==> src/rtl/id_ex_stage_reg.sv <==
//------------------------------------------------------------------------------
// Module   : id_ex_stage_reg
// Purpose  : ID->EX pipeline register with stall, flush, bubble insertion and
//            load-use hazard detection. Optional bubble counter: IDEX_PERF_CNT_EN.
// Revision : 1.0  initial release
//------------------------------------------------------------------------------
`default_nettype none

module id_ex_stage_reg #(
  parameter int DATA_W = 32,
  parameter int REG_AW = 5,
  parameter int CNT_W  = 16
) (
  input  logic              clk,
  input  logic              rst_n,

  input  logic              id_valid,
  input  logic [DATA_W-1:0] id_rd1,
  input  logic [DATA_W-1:0] id_rd2,
  input  logic [DATA_W-1:0] id_imm,
  input  logic [REG_AW-1:0] id_rs,
  input  logic [REG_AW-1:0] id_rt,
  input  logic [REG_AW-1:0] id_rd,
  input  logic [5:0]        id_funct,
  input  logic [1:0]        id_alu_op,
  input  logic              id_alu_src,
  input  logic              id_reg_dst,
  input  logic              id_mem_read,
  input  logic              id_mem_write,
  input  logic              id_reg_write,
  input  logic              id_mem_to_reg,

  input  logic              ex_hold,
  input  logic              flush,
  output logic              hazard_stall,

  output logic              ex_valid,
  output logic [DATA_W-1:0] ex_rd1,
  output logic [DATA_W-1:0] ex_rd2,
  output logic [DATA_W-1:0] ex_imm,
  output logic [REG_AW-1:0] ex_rs,
  output logic [REG_AW-1:0] ex_rt,
  output logic [REG_AW-1:0] ex_rd,
  output logic [5:0]        ex_funct,
  output logic [1:0]        ex_alu_op,
  output logic              ex_alu_src,
  output logic              ex_reg_dst,
  output logic              ex_mem_read,
  output logic              ex_mem_write,
  output logic              ex_reg_write,
  output logic              ex_mem_to_reg
`ifdef IDEX_PERF_CNT_EN
  ,
  output logic [CNT_W-1:0]  bubble_cnt
`endif
);

  logic              r_valid;
  logic [DATA_W-1:0] r_rd1;
  logic [DATA_W-1:0] r_rd2;
  logic [DATA_W-1:0] r_imm;
  logic [REG_AW-1:0] r_rs;
  logic [REG_AW-1:0] r_rt;
  logic [REG_AW-1:0] r_rd;
  logic [5:0]        r_funct;
  logic [1:0]        r_alu_op;
  logic              r_alu_src;
  logic              r_reg_dst;
  logic              r_mem_read;
  logic              r_mem_write;
  logic              r_reg_write;
  logic              r_mem_to_reg;

  logic              w_rt_nonzero;
  logic              w_src_match;
  logic              w_hazard;
  logic              w_bubble;

  // rt is always treated as a source, so stores and R-types both stall.
  assign w_rt_nonzero = (r_rt != '0);
  assign w_src_match  = (r_rt == id_rs) | (r_rt == id_rt);
  assign w_hazard     = id_valid & r_valid & r_mem_read & w_rt_nonzero
                        & w_src_match & ~flush;
  assign w_bubble     = flush | w_hazard | ~id_valid;

  assign hazard_stall = w_hazard;

  always_ff @(posedge clk or negedge rst_n) begin
    if (!rst_n) begin
      r_rd1    <= '0;
      r_rd2    <= '0;
      r_imm    <= '0;
      r_rs     <= '0;
      r_rt     <= '0;
      r_rd     <= '0;
      r_funct  <= '0;
    end else if (!ex_hold) begin
      r_rd1    <= id_rd1;
      r_rd2    <= id_rd2;
      r_imm    <= id_imm;
      r_rs     <= id_rs;
      r_rt     <= id_rt;
      r_rd     <= id_rd;
      r_funct  <= id_funct;
    end
  end

  // Bubble entries keep the data path loaded but zero every control bit.
  always_ff @(posedge clk or negedge rst_n) begin
    if (!rst_n) begin
      r_valid      <= 1'b0;
      r_alu_op     <= '0;
      r_alu_src    <= 1'b0;
      r_reg_dst    <= 1'b0;
      r_mem_read   <= 1'b0;
      r_mem_write  <= 1'b0;
      r_reg_write  <= 1'b0;
      r_mem_to_reg <= 1'b0;
    end else if (!ex_hold) begin
      if (w_bubble) begin
        r_valid      <= 1'b0;
        r_alu_op     <= '0;
        r_alu_src    <= 1'b0;
        r_reg_dst    <= 1'b0;
        r_mem_read   <= 1'b0;
        r_mem_write  <= 1'b0;
        r_reg_write  <= 1'b0;
        r_mem_to_reg <= 1'b0;
      end else begin
        r_valid      <= 1'b1;
        r_alu_op     <= id_alu_op;
        r_alu_src    <= id_alu_src;
        r_reg_dst    <= id_reg_dst;
        r_mem_read   <= id_mem_read;
        r_mem_write  <= id_mem_write;
        r_reg_write  <= id_reg_write;
        r_mem_to_reg <= id_mem_to_reg;
      end
    end
  end

  assign ex_valid      = r_valid;
  assign ex_rd1        = r_rd1;
  assign ex_rd2        = r_rd2;
  assign ex_imm        = r_imm;
  assign ex_rs         = r_rs;
  assign ex_rt         = r_rt;
  assign ex_rd         = r_rd;
  assign ex_funct      = r_funct;
  assign ex_alu_op     = r_alu_op;
  assign ex_alu_src    = r_alu_src;
  assign ex_reg_dst    = r_reg_dst;
  assign ex_mem_read   = r_mem_read;
  assign ex_mem_write  = r_mem_write;
  assign ex_reg_write  = r_reg_write;
  assign ex_mem_to_reg = r_mem_to_reg;

`ifdef IDEX_PERF_CNT_EN
  logic [CNT_W-1:0] r_bubble_cnt;

  // Only load-use bubbles are counted; saturates instead of wrapping.
  always_ff @(posedge clk or negedge rst_n) begin
    if (!rst_n) begin
      r_bubble_cnt <= '0;
    end else if (!ex_hold && w_hazard && (r_bubble_cnt != {CNT_W{1'b1}})) begin
      r_bubble_cnt <= r_bubble_cnt + 1'b1;
    end
  end

  assign bubble_cnt = r_bubble_cnt;
`else
  logic [CNT_W-1:0] w_unused_cnt;
  assign w_unused_cnt = '0;
`endif

endmodule

`default_nettype wire

==> config.mk <==
export PLATFORM = sky130hd
export DESIGN_NAME = id_ex_stage_reg
export DESIGN_NICKNAME = d
export VERILOG_FILES = /design/src/rtl/id_ex_stage_reg.sv
export SDC_FILE = /design/constraint.sdc
export NUM_CORES = 1
export LEC_CHECK = 0
export BUFFER_PORTS_ARGS = -buffer_cell sky130_fd_sc_hd__buf_2
export CAP_MARGIN = 10
export CORE_UTILIZATION = 30
export DETAILED_ROUTE_END_ITERATION = 10
export PLACE_DENSITY = 0.69
export SLEW_MARGIN = 5
export SYNTH_ARGS = -nofsm -noshare
export SYNTH_HDL_FRONTEND = slang
export SYNTH_SLANG_ARGS = --single-unit
==> constraint.sdc <==
create_clock -name clk -period 1.9 [get_ports clk]
set_input_delay 0.095 -clock clk [delete_from_list [all_inputs] [get_ports clk]]
set_output_delay 0.095 -clock clk [all_outputs]
set_load 0.02 [all_outputs]
Word level (Yosys, flattened, before mapping). Index checks and enable logic that the tools add are counted.

Flip-flop bits (word level): 126. Input port bits: 130. Output and inout bits: 127. Word-level logic and storage cells: 36.

Eq/ne operators: 2. Mux-type cells: 8. Bitwise logic cells: 10. Reductions and logical operators: 1.

Operators by type and width (count): == test 5 bit (2); two-way mux 1 bit (7); bitwise AND 1 bit (5); nonzero test 5 bit (1); bitwise OR 1 bit (3); two-way mux 2 bit (1); NOT 1 bit (2).

Logic depth before layout (Yosys ltp). Gate-level depths: netlist of run 1.

Depth after elaboration: 8. Gate-level depth with buffers: 5. Gate-level depth less buffers: 4.

Least setup slack after synthesis of run 1. Ideal clock, no wire load.

Path kind: register to output. From: register r_rt[0], in the netlist ex_rt[0]. To: output port hazard_stall. Arrival time: 1.685 ns. Required time: 1.805 ns. Slack: 0.120 ns. Stages on the path, launching flop included: 5. Path buffers: 0. Cells stage by stage: dfrtp_1 xnor2_1 nand3_1 o22ai_2 nor3b_1.

Word-level cells in the longest chain between the ends: 4. Elaborated cells on any way between the ends: 7. Classes of those cells: eq/ne (2); bitwise (4); reduce/logical (1).

Ends and longest elaborated chain: start, declared (RTL line 63) `logic [REG_AW-1:0] r_rt;`; start signal, assigned (RTL line 102) `r_rt <= id_rt;`; == test 5 bit / nonzero test 5 bit (equally long branches) (RTL line 81, 80); bitwise OR 1 bit / bitwise AND 1 bit (equally long branches) (RTL line 81, 82); bitwise AND 1 bit * (2 in a row) (RTL line 83) `& w_src_match & ~flush;`; end, declared (RTL line 35) `output logic hazard_stall,`.

Mark *: on every way between the ends. The rest lies on a longest branch, timed or not.

Worst setup path in the final report of run 1.
From: register r_rt[2], in the netlist ex_rt[2]. To: output port hazard_stall.

The elaborated chain is that of the path after synthesis.

==> Implementation_results.wiki, run 1 <==
{| class="wikitable"
! Metric !! Value
|-
| Boundary Pins || 257
|-
| Number of rows created at floorplan || 46
|-
| Via count of the routed design || 4085
|-
| End point of the critical path || hazard_stall
|-
| Hold crit path type || in2reg
|-
| Pwr per Cell Area || 969.1 mW/mm^2
|-
| Remaining global-route overflow || 0
|-
| R2R setup slack || 0.14 ns
|-
| Synth Net Count || 434
|-
| Syn_area_per_cell || 16.03 sq um
|-
| Crit end category || output pin
|-
| Static leakage || 3.928 nW
|-
| Number of max-slew violations in the final report || 0
|-
| Pin slew with the least headroom to its limit || 0.6596 ns
|-
| Number of clock sinks || 126
|-
| Max-capacitance violation count || 0
|-
| Sum of met3 wire segment lengths after detailed routing || 1007 um
|-
| Initial Util || 30.67%
|-
| Total Nets Final || 830
|-
| Largest net degree at the start of global routing || 68
|-
| Post-Route WL || 14050 um
|-
| Critical path peak fanout || 5
|-
| Count of state elements after synthesis || 126
|-
| DRC || 0
|-
| Post-layout worst setup margin || -0.03191 ns
|-
| Hold Violations, Final || 0
|-
| Maximum clock path buffer count || 2
|-
| Core area || 0.01589 sq mm
|-
| Initial DRC Count || 124
|-
| Cell count of the worst reg-to-reg path || 5
|-
| Number of buffers created by CTS || 17
|-
| Required @ worst endpoint || 1.80 ns
|-
| Initial antenna violation count || 0
|-
| Mapped cell area || 0.004872 sq mm
|-
| Length of routed met2 wiring || 7553 um
|-
| Worst R2R Start || ex_rt[2]
|-
| Count of placed standard cells in the final layout, fillers left out || 929
|-
| Post-DR wirelength/cell || 15.12 um
|-
| Port Buffer Count || 256
|-
| Synth-to-layout area growth || 72.11%
|-
| Share of the cycle needed by the critical path after routing || 101.7%
|-
| Buffer type at the clock tree root || clkbuf_16
|-
| Clock input transition at the sequential cells of the worst setup and hold paths || 0.06 ns
|-
| Power Total || 8.126 mW
|-
| Final critical-path required period || 1.932 ns
|-
| CP Data Arrival Time || 1.84 ns
|-
| Worst vdd ir || 0.5523 mV
|-
| Total of warnings raised by yosys || 0
|-
| Fmax || 517.6 MHz
|-
| Setup violations, final || 1
|-
| Count of cell types in the netlist || 17
|-
| Vias per cell || 4.397
|-
| Worst setup startpoint || ex_rt[2]
|-
| Antenna violation net count after detailed routing || 0
|-
| Global-route usage over all layers || 16.82%
|-
| Post-DP Area || 0.006455 sq mm
|-
| Worst slew margin relative to its limit || 55.98%
|-
| Clock tree from TritonCTS || yes
|-
| Post-detail-place hpwl || 8566 um
|-
| Vias in the first global route || 4469
|-
| Share of layout cells above drive strength 1 || 58.49%
|-
| Die area || 0.01675 sq mm
|-
| Sequential element share of the synthesized area || 64.71%
|-
| H-tree Lvls || 4
|-
| Overall die height || 129.4 um
|-
| Total inserted antenna cells || 0
|-
| Placer Congestion || 0.7998
|-
| Run status || complete, but fails checks
|-
| DR pass1 iterations || 4
|-
| Global-route wire length before repair || 21680 um
|-
| Synth Instances || 304
|-
| Total Neg Setup Slack || -0.03191 ns
|-
| Worst setup SP type || register
|-
| RSZ-0062 raised after global routing || true
|-
| Failing checks || setup timing
|-
| Setup Crit Path Kind || reg2out
|-
| Clock Skews || 0.009639 ns
|-
| Post-route cell area || 0.008386 sq mm
|-
| Fin util || 52.79%
|-
| Clock network latency to the later pin of the worst-skew pair || 0.40 ns
|-
| Post-placement cell count || 768
|-
| Length of routed wiring on met1 || 5186 um
|-
| Top routing layer used || met4
|-
| Die width || 129.4 um
|-
| End of the worst register-to-register path || ex_reg_dst
|}
## metrics by stage
stage | setup slack (ns) | hold slack (ns)
CTS | -0.07166 | 0.05692
global placement | 0.2606 | 0.02811
finish | -0.03191 | 0.07532
global route | -0.09121 | 0.08360
detailed placement | 0.1537 | 0.04045
floorplan | 0.1198 | -0.2006
## worst max-delay path, cell delays in order (launching register included)
cell and delay (ns):
dfrtp_2 0.43, or4_4 0.56, o2111ai_4 0.21, nor3b_2 0.07
buf_2 0.16
## metal layers
| metal | vias up | global-route usage, % |
|---|---|---|
| met5 | - | 0 |
| met4 | 0 | 7.182 |
| met3 | 28 | 6.028 |
| met2 | 206 | 30.90 |
| met1 | 1973 | 17.21 |
| li1 | 1878 | - |
## layout by cell type, fill, tap and decap left out
cell type,n
clkbuf_8,1
nor3b_2,1
o2111ai_4,1
clkinvlp_4,3
clkbuf_16,17
mux2_2,117
buf_12,3
nand3_1,2
nand2_1,10
clkinv_4,1
dlygate4sd3_1,126
a22oi_1,1
or4_4,1
inv_1,1
o22ai_2,1
clkbuf_1,4
dfrtp_1,125
bufinv_16,5
nor3b_4,1
buf_2,254
dfrtp_2,1
buf_4,9
o21ai_1,9
xnor2_1,10
a32oi_1,8
clkinv_2,1
## synthesized netlist by cell type
cell       number  area share, %
or4_4           1           0.23
buf_1           8           0.62
nand2_1        10           0.77
o2111ai_4       1           0.54
nand3_1         2           0.21
clkbuf_1        1          0.077
nor3b_4         1           0.39
a22oi_1         1           0.15
buf_2           6           0.62
o22ai_2         1           0.26
dfrtp_1       126             65
mux2_2        117             27
inv_1           1          0.077
o21ai_1         9           0.92
xnor2_1        10            1.8
nor3b_1         1           0.15
a32oi_1         8            1.4
## where the power goes
part | switching, mW | leakage [nW] | internal, mW
logic | 0.769 | 2.14 | 0.731
clock network | 1.15 | 0.301 | 2.36
registers | 0.154 | 1.48 | 2.96
## what timing repair did
item	in CTS	in global routing
hold buffers	126	0
pin swaps	1	3
setup buffers	2	1
endpoints found under the hold margin	150	0
resized for setup	2	0
gates cloned	0	0
setup endpoints to repair	1	1
## layout make-up
class | instances | area, sq um
Clock buffer | 22 | 454.2
Sequential cell | 126 | 3154
Tap cell | 216 | 270.3
Inverter | 1 | 3.754
Timing Repair Buffer | 392 | 2660
Fill cell | 1317 | 7500
Multi-Input combinational cell | 162 | 1657
Clock inverter | 10 | 186.4
## kinds of logic after synthesis
group           after synthesis  synth area share [%]
compound gates               20                 3.313
xor+xnor                     10                 1.798
buf+inv                      16                 1.387
flops                       126                 64.71
mux                         117                 27.04
simple gates                 15                 1.746
## worst min-delay path by stage
stage	endpoint	cells past startpoint	slack [ns]	start
5_1_grt	ex_valid	4	0.08	flush
6_report	ex_valid	4	0.08	flush
3_5_place_dp	ex_rs[3]	1	0.04	rst_n
4_1_cts	ex_valid	4	0.06	flush
2_1_floorplan	ex_alu_op[0]	0	-0.20	rst_n
3_3_place_gp	ex_rt[2]	1	0.03	rst_n
Note: power is estimated with default switching activity, not from simulation.
==> run 2, diff against run 1 <==
==> constraint.sdc (replaced) <==
create_clock -name clk -period 2.2 [get_ports clk]
set_input_delay 0.11 -clock clk [delete_from_list [all_inputs] [get_ports clk]]
set_output_delay 0.11 -clock clk [all_outputs]
set_load 0.02 [all_outputs]
==> run 2 against run 1 <==
Against the previous run: the run now ends clean; critical path depth unchanged; total power decreased by 16%; combinational power decreased by 14%; clock skew decreased by 0.0028 ns; cell count decreased by 0.54%; global-route usage increased by 0.29 points; first-iteration DRC count decreased by 9.7%; utilization decreased by 0.44 points; critical endpoint unchanged; largest power group unchanged.
==> Implementation_results.wiki, run 2 (synthesis results as in run 1) <==
{| class="wikitable"
! Metric !! Value
|-
| Initial Util || 30.67% (unchanged)
|-
| Static leakage || 3.906 nW (-0.55%)
|-
| Switching power as a share of total power || 25.74% (+0.20 points)
|-
| Post_cts resized || 0 (-2)
|-
| Share of the cycle needed by the critical path after routing || 95.14%
|-
| # fillers || 1311 (-0.46%)
|-
| Pin slew with the least headroom to its limit || 0.7200 ns (+0.06033 ns)
|-
| Port Buffer Count || 256 (unchanged)
|-
| Post-CTS setup buffer count || 0 (-2)
|-
| Clock network latency to the later pin of the worst-skew pair || 0.40 ns (about the same)
|-
| Post-DP Area || 0.006455 sq mm (unchanged)
|-
| Max-capacitance violation count || 0 (unchanged)
|-
| Post-placement cell count || 768 (unchanged)
|-
| Number of max-slew violations in the final report || 0 (unchanged)
|-
| Total Nets Final || 827 (-0.36%)
|-
| Pwr per Cell Area || 820.4 mW/mm^2 (-15%)
|-
| Initial antenna violation count || 0 (unchanged)
|-
| Cell family with most CP delay || simple AND/OR/NAND/NOR gates
|-
| Crit path max-delay cell type || or4_4
|-
| Combinational power share || 18.9% (+0.4 points)
|-
| Post-route cell area || 0.008315 sq mm (-0.84%)
|-
| Cell count of the worst reg-to-reg path || 4 (-1)
|-
| Worst vdd ir || 0.4474 mV (-19%)
|-
| Total Neg Setup Slack || 0 ns (+0.03191 ns)
|-
| Synth-to-layout area growth || 70.67%
|-
| Setup Crit Path Kind || reg2out
|-
| Most common library cell in the layout ignoring fill and taps || buf_2
|-
| Top library cells by usage in the layout, fill and taps aside || buf_2, dfrtp_1, dlygate4sd3_1
|-
| Total inserted antenna cells || 0 (unchanged)
|-
| Post-route worst hold slack || 0.08311 ns (+0.007782 ns)
|-
| Global-route usage over all layers || 17.11% (+0.29 points)
|-
| Overall die height || 129.4 um (unchanged)
|-
| RSZ-0062 raised after global routing || false
|-
| Core area || 0.01589 sq mm (unchanged)
|-
| DR pass1 iterations || 4 (unchanged)
|-
| WP buf/inv || 1 (unchanged)
|-
| Sequential power share || 39.4% (+1.1 points)
|-
| Boundary Pins || 257 (unchanged)
|-
| Run status || completed
|-
| Number of rows created at floorplan || 46 (unchanged)
|-
| Hold crit path type || in2reg
|-
| Worst slack at placement || 0.4791 ns (+0.3254 ns)
|-
| H-tree Lvls || 4 (unchanged)
|-
| Power share of the clock group || 41.7% (-1.6 points)
|-
| Number of buffers created by CTS || 17 (unchanged)
|-
| Largest net degree at the start of global routing || 64 (-5.9%)
|-
| Vias per cell || 4.353 (-1.0%)
|-
| Worst setup SP type || register
|-
| Number of clock sinks || 126 (unchanged)
|-
| Maximum clock path buffer count || 2 (unchanged)
|-
| Critical path peak fanout || 10 (+5)
|-
| Share of layout cells above drive strength 1 || 58.05% (-0.43 points)
|-
| Path length in cells of the critical path || 4 (unchanged)
|-
| Post-layout worst setup margin || 0.1069 ns (+0.1388 ns)
|-
| Fmax || 477.8 MHz
|-
| Post-DR wirelength/cell || 15.20 um (+0.50%)
|-
| Hold Violations, Final || 0 (unchanged)
|-
| Buffer type at the clock tree root || clkbuf_16
|-
| CP Data Arrival Time || 1.98 ns (+0.14 ns)
|-
| Switching power || 1.756 mW (-15%)
|-
| Die width || 129.4 um (unchanged)
|-
| DRC || 0 (unchanged)
|-
| Initial DRC Count || 112 (-9.7%)
|-
| Internal Pwr Total || 5.066 mW (-16%)
|-
| Worst slew margin relative to its limit || 52.00% (-4.0 points)
|-
| Post-detail-place hpwl || 8656 um (+1.1%)
|-
| Placer Congestion || 0.7770 (-2.9%)
|-
| Antenna violation net count after detailed routing || 0 (unchanged)
|-
| Via count of the routed design || 4022 (-1.5%)
|-
| Die area || 0.01675 sq mm (unchanged)
|-
| Clock Skews || 0.006802 ns (-0.002838 ns)
|-
| Clock tree from TritonCTS || yes
|-
| Number of cells on the worst hold path || 4 (unchanged)
|-
| Post-Route WL || 14040 um (about the same)
|-
| Clock input transition at the sequential cells of the worst setup and hold paths || 0.06 ns (about the same)
|-
| Global-route wire length before repair || 21700 um (about the same)
|-
| Required @ worst endpoint || 2.09 ns (+0.29 ns)
|-
| Count of placed standard cells in the final layout, fillers left out || 924 (-0.54%)
|-
| Biggest cell delay along the critical path || 0.57 ns (about the same)
|-
| Remaining global-route overflow || 0 (unchanged)
|-
| Worst path cell trace || or4_4 > o2111ai_4 > nor3b_1 > buf_2
|-
| Crit end category || output pin
|-
| Setup violations, final || 0 (-1)
|-
| Final critical-path required period || 2.093 ns
|-
| Vias in the first global route || 4407 (-1.4%)
|}
run 2: cell type report:
class	instances	area, sq um	share of cell area, %
clock inverters	6	107.6	1.294
clock buffers	24	491.7	5.913
repair buffers	389	2638	31.72
flip-flops and latches	126	3153	37.92
multi-input cells	162	1652	19.86
well taps	216	270.3	3.250
inverters	1	3.754	0.04514
run 2: worst min-delay path, stage by stage:
cell and delay, ns:
buf_2 0.11, nor3b_4 0.10, inv_1 0.08, o21ai_1 0.05
run 2: stage by stage:
| stage | power, mW | utilization (%) |
|---|---|---|
| after floorplan | 3.327 | - |
| after global placement | 3.787 | 40.63 |
| after detailed placement | 3.830 | 40.63 |
| after CTS | 6.884 | 52.35 |
| after global routing | 7.121 | 52.35 |
| final | 6.822 | 52.35 |
run 2: final timing paths:
path	startpoint	to	slack (ns)
min in group asynchronous	rst_n	ex_rt[4]	0.18
min reg2reg	ex_rd1[4]	ex_rd1[4]	0.50
max	ex_rt[1]	hazard_stall	0.11
min	flush	ex_valid	0.08
max reg2reg	ex_rt[1]	ex_reg_dst	0.48
max in group asynchronous	rst_n	ex_rd1[2]	1.20
run 2: layer usage:
metal,GRT usage [%],vias up,wire (um)
met1,17.75,1951,5394
met4,6.430,0,280
li1,-,1870,-
met3,5.945,23,913
met2,31.69,178,7454
met5,0,-,0
run 2: power groups by stage:
stage               registers [mW]  clock network, mW  logic (mW)
floorplan                     3.01                  0       0.321
global placement              2.70                  0        1.08
detailed placement            2.72                  0        1.11
CTS                           2.68               2.91        1.29
global route                  2.72               3.02        1.38
finish                        2.69               2.84        1.29
run 2: timing repair:
action / CTS / global route
setup endpoints to repair: 0 / 0
hold buffers: 126 / 0
hold endpoints to repair: 149 / 0
==> run 3, diff against run 2 <==
--- a/config.mk
+++ b/config.mk
@@ -10,6 +10,7 @@
 export CORE_UTILIZATION = 30
 export DETAILED_ROUTE_END_ITERATION = 10
 export PLACE_DENSITY = 0.69
+export REMOVE_ABC_BUFFERS = 1
 export SLEW_MARGIN = 5
 export SYNTH_ARGS = -nofsm -noshare
 export SYNTH_HDL_FRONTEND = slang
==> run 3 against run 2 <==
Against the previous run: utilization is 0.30 points lower; highest routed layer unchanged; largest cell class unchanged; final area shrank 0.57%; largest power group is now sequential cells; clock skew about the same; clock power fell by 5%; non-clock buffer count fell by 3; total power is 2.4% lower.
==> Implementation_results.wiki, run 3 (synthesis results as in run 1) <==
{| class="wikitable"
! Metric !! Value
|-
| Post-DP Area || 0.006432 sq mm (-0.35%)
|-
| Count of placed standard cells in the final layout, fillers left out || 921 (-0.32%)
|-
| Fin util || 52.05% (-0.30 points)
|-
| Number of clock sinks || 126 (unchanged)
|-
| Post-CTS setup buffer count || 0 (unchanged)
|-
| Initial DRC Count || 101 (-9.8%)
|-
| Vias per cell || 4.425 (+1.6%)
|-
| Setup violations, final || 0 (unchanged)
|-
| Number of rows created at floorplan || 46 (unchanged)
|-
| Die width || 129.4 um (unchanged)
|-
| Port Buffer Count || 256 (unchanged)
|-
| Post-route cell area || 0.008268 sq mm (-0.57%)
|-
| CP Data Arrival Time || 2.00 ns (+0.02 ns)
|-
| Clock network latency to the later pin of the worst-skew pair || 0.40 ns (about the same)
|-
| DRC || 0 (unchanged)
|-
| DR pass1 iterations || 4 (unchanged)
|-
| Internal Pwr Total || 4.917 mW (-2.9%)
|-
| WP buf/inv || 1 (unchanged)
|-
| Boundary Pins || 257 (unchanged)
|-
| Initial Util || 30.67% (unchanged)
|-
| Hold crit path type || in2reg
|-
| Post-DR wirelength/cell || 14.77 um (-2.8%)
|-
| Worst setup SP type || register
|-
| Power share of the clock group || 40.4% (-1.3 points)
|-
| Worst slew margin relative to its limit || 54.91% (+2.9 points)
|-
| Combinational power share || 19.2% (+0.3 points)
|-
| Combined area of the multi-input logic cells || 0.001659 sq mm (+0.45%)
|-
| Global-route usage over all layers || 16.34% (-0.77 points)
|-
| Maximum clock path buffer count || 2 (unchanged)
|-
| Global-route met1 utilization || 16.48% (-1.3 points)
|-
| Flip-flop and latch area || 0.003153 sq mm (unchanged)
|-
| Most common library cell in the layout ignoring fill and taps || buf_2
|-
| Total inserted antenna cells || 0 (unchanged)
|-
| RSZ-0062 raised after global routing || false
|-
| Max-capacitance violation count || 0 (unchanged)
|-
| Crit end category || output pin
|-
| Share of layout cells above drive strength 1 || 57.73% (-0.32 points)
|-
| Remaining global-route overflow || 0 (unchanged)
|-
| Share of the cycle needed by the critical path after routing || 96.08% (+0.94 points)
|-
| Pin slew with the least headroom to its limit || 0.6763 ns (-0.04364 ns)
|-
| Placer Congestion || 0.7940 (+2.2%)
|-
| Overall die height || 129.4 um (unchanged)
|-
| Largest net degree at the start of global routing || 127 (+98%)
|-
| Static leakage || 3.871 nW (-0.90%)
|-
| Sequential power share || 40.4% (+1.0 points)
|-
| Worst vdd ir || 0.4337 mV (-3.1%)
|-
| Power Total || 6.659 mW (-2.4%)
|-
| Worst slack at placement || 0.5106 ns (+0.03152 ns)
|-
| Global-route wire length before repair || 21050 um (-3.0%)
|-
| Synth-to-layout area growth || 69.70%
|-
| Post-route worst hold slack || 0.08398 ns (+0.0008707 ns)
|-
| Post-Route WL || 13600 um (-3.1%)
|-
| Buffer type at the clock tree root || clkbuf_16
|-
| Cell family with most CP delay || simple AND/OR/NAND/NOR gates
|-
| Post-detail-place hpwl || 8412 um (-2.8%)
|-
| H-tree Lvls || 4 (unchanged)
|-
| Antenna violation net count after detailed routing || 0 (unchanged)
|-
| Most crowded layer after global routing || met2
|-
| Worst path cell trace || or4_4 > o2111ai_4 > nor3b_1 > buf_2
|-
| Met2 Usage GRT || 30.39% (-1.3 points)
|-
| Fmax || 473.1 MHz (-0.98%)
|-
| Final critical-path required period || 2.114 ns (+0.02076 ns)
|-
| Core area || 0.01589 sq mm (unchanged)
|-
| Run status || completed
|-
| Global Route met3 Usage || 5.120% (-0.83 points)
|-
| Initial antenna violation count || 0 (unchanged)
|-
| Required @ worst endpoint || 2.09 ns (about the same)
|-
| # fillers || 1341 (+2.3%)
|-
| Switching power as a share of total power || 26.15% (+0.41 points)
|-
| Clock Skews || 0.006896 ns (+0.00009473 ns)
|-
| Biggest cell delay along the critical path || 0.58 ns (about the same)
|-
| Switching power || 1.742 mW (-0.83%)
|-
| Total Nets Final || 824 (-0.36%)
|-
| Critical path peak fanout || 10 (unchanged)
|-
| Pwr per Cell Area || 805.4 mW/mm^2 (-1.8%)
|-
| Crit path max-delay cell type || or4_4
|-
| Post-layout worst setup margin || 0.08616 ns (-0.02076 ns)
|-
| Setup Crit Path Kind || reg2out
|-
| Clock tree from TritonCTS || yes
|-
| Number of max-slew violations in the final report || 0 (unchanged)
|-
| Post-placement cell count || 765 (-0.39%)
|-
| Top library cells by usage in the layout, fill and taps aside || buf_2, dfrtp_1, dlygate4sd3_1
|-
| Via count of the routed design || 4075 (+1.3%)
|-
| Die area || 0.01675 sq mm (unchanged)
|-
| Hold Violations, Final || 0 (unchanged)
|-
| Number of buffers created by CTS || 17 (unchanged)
|-
| Vias in the first global route || 4531 (+2.8%)
|-
| Clock input transition at the sequential cells of the worst setup and hold paths || 0.05 ns (about the same)
|-
| Total Neg Setup Slack || 0 ns (unchanged)
|}
## run 3: worst reg2reg max path, delay by kind of cell (launching register included)
kind | cells | cell delay [ns]
AO/OA/AOI/OAI | 3 | 0.61
flip-flops | 1 | 0.43
AND/OR/NAND/NOR | 1 | 0.58
## run 3: path summary, 6_finish.rpt
path	from	endpoint	slack, ns	depth (start not counted)
min reg2reg	ex_rd[3]	ex_rd[3]	0.50	1
min in group asynchronous	rst_n	ex_rd1[7]	0.33	3
max in group asynchronous	rst_n	ex_rd[0]	1.34	3
min	flush	ex_valid	0.08	4
max	ex_rt[1]	hazard_stall	0.09	4
max reg2reg	ex_rt[1]	ex_alu_src	0.49	4
## run 3: final cells by class
class	instances	share of cell area, %
Clock buffer	24	5.826
Clock inverter	6	1.029
Inverter	1	0.04540
Multi-Input combinational cell	162	20.07
Sequential cell	126	38.14
Tap cell	216	3.269
Timing Repair Buffer	386	31.63
## run 3: power by group through the flow
stage / sequential (mW) / clock [mW] / combinational [mW]
2_1_floorplan: 3.01 / 0 / 0.284
3_3_place_gp: 2.71 / 0 / 1.08
3_5_place_dp: 2.72 / 0 / 1.10
4_1_cts: 2.69 / 2.77 / 1.28
5_1_grt: 2.72 / 2.87 / 1.37
6_report: 2.69 / 2.69 / 1.28
## run 3: repair_timing
action,4_1_cts,5_1_grt
hold buffers,126,0
setup endpoints to repair,0,1
resized for setup,0,1
hold endpoints to repair,251,0
## run 3: per-layer routing
metal  up-vias  wire [um]
li1       1870          -
met1      1991       5013
met2       185       7292
met3        29        954
met4         0        341
met5         -          0
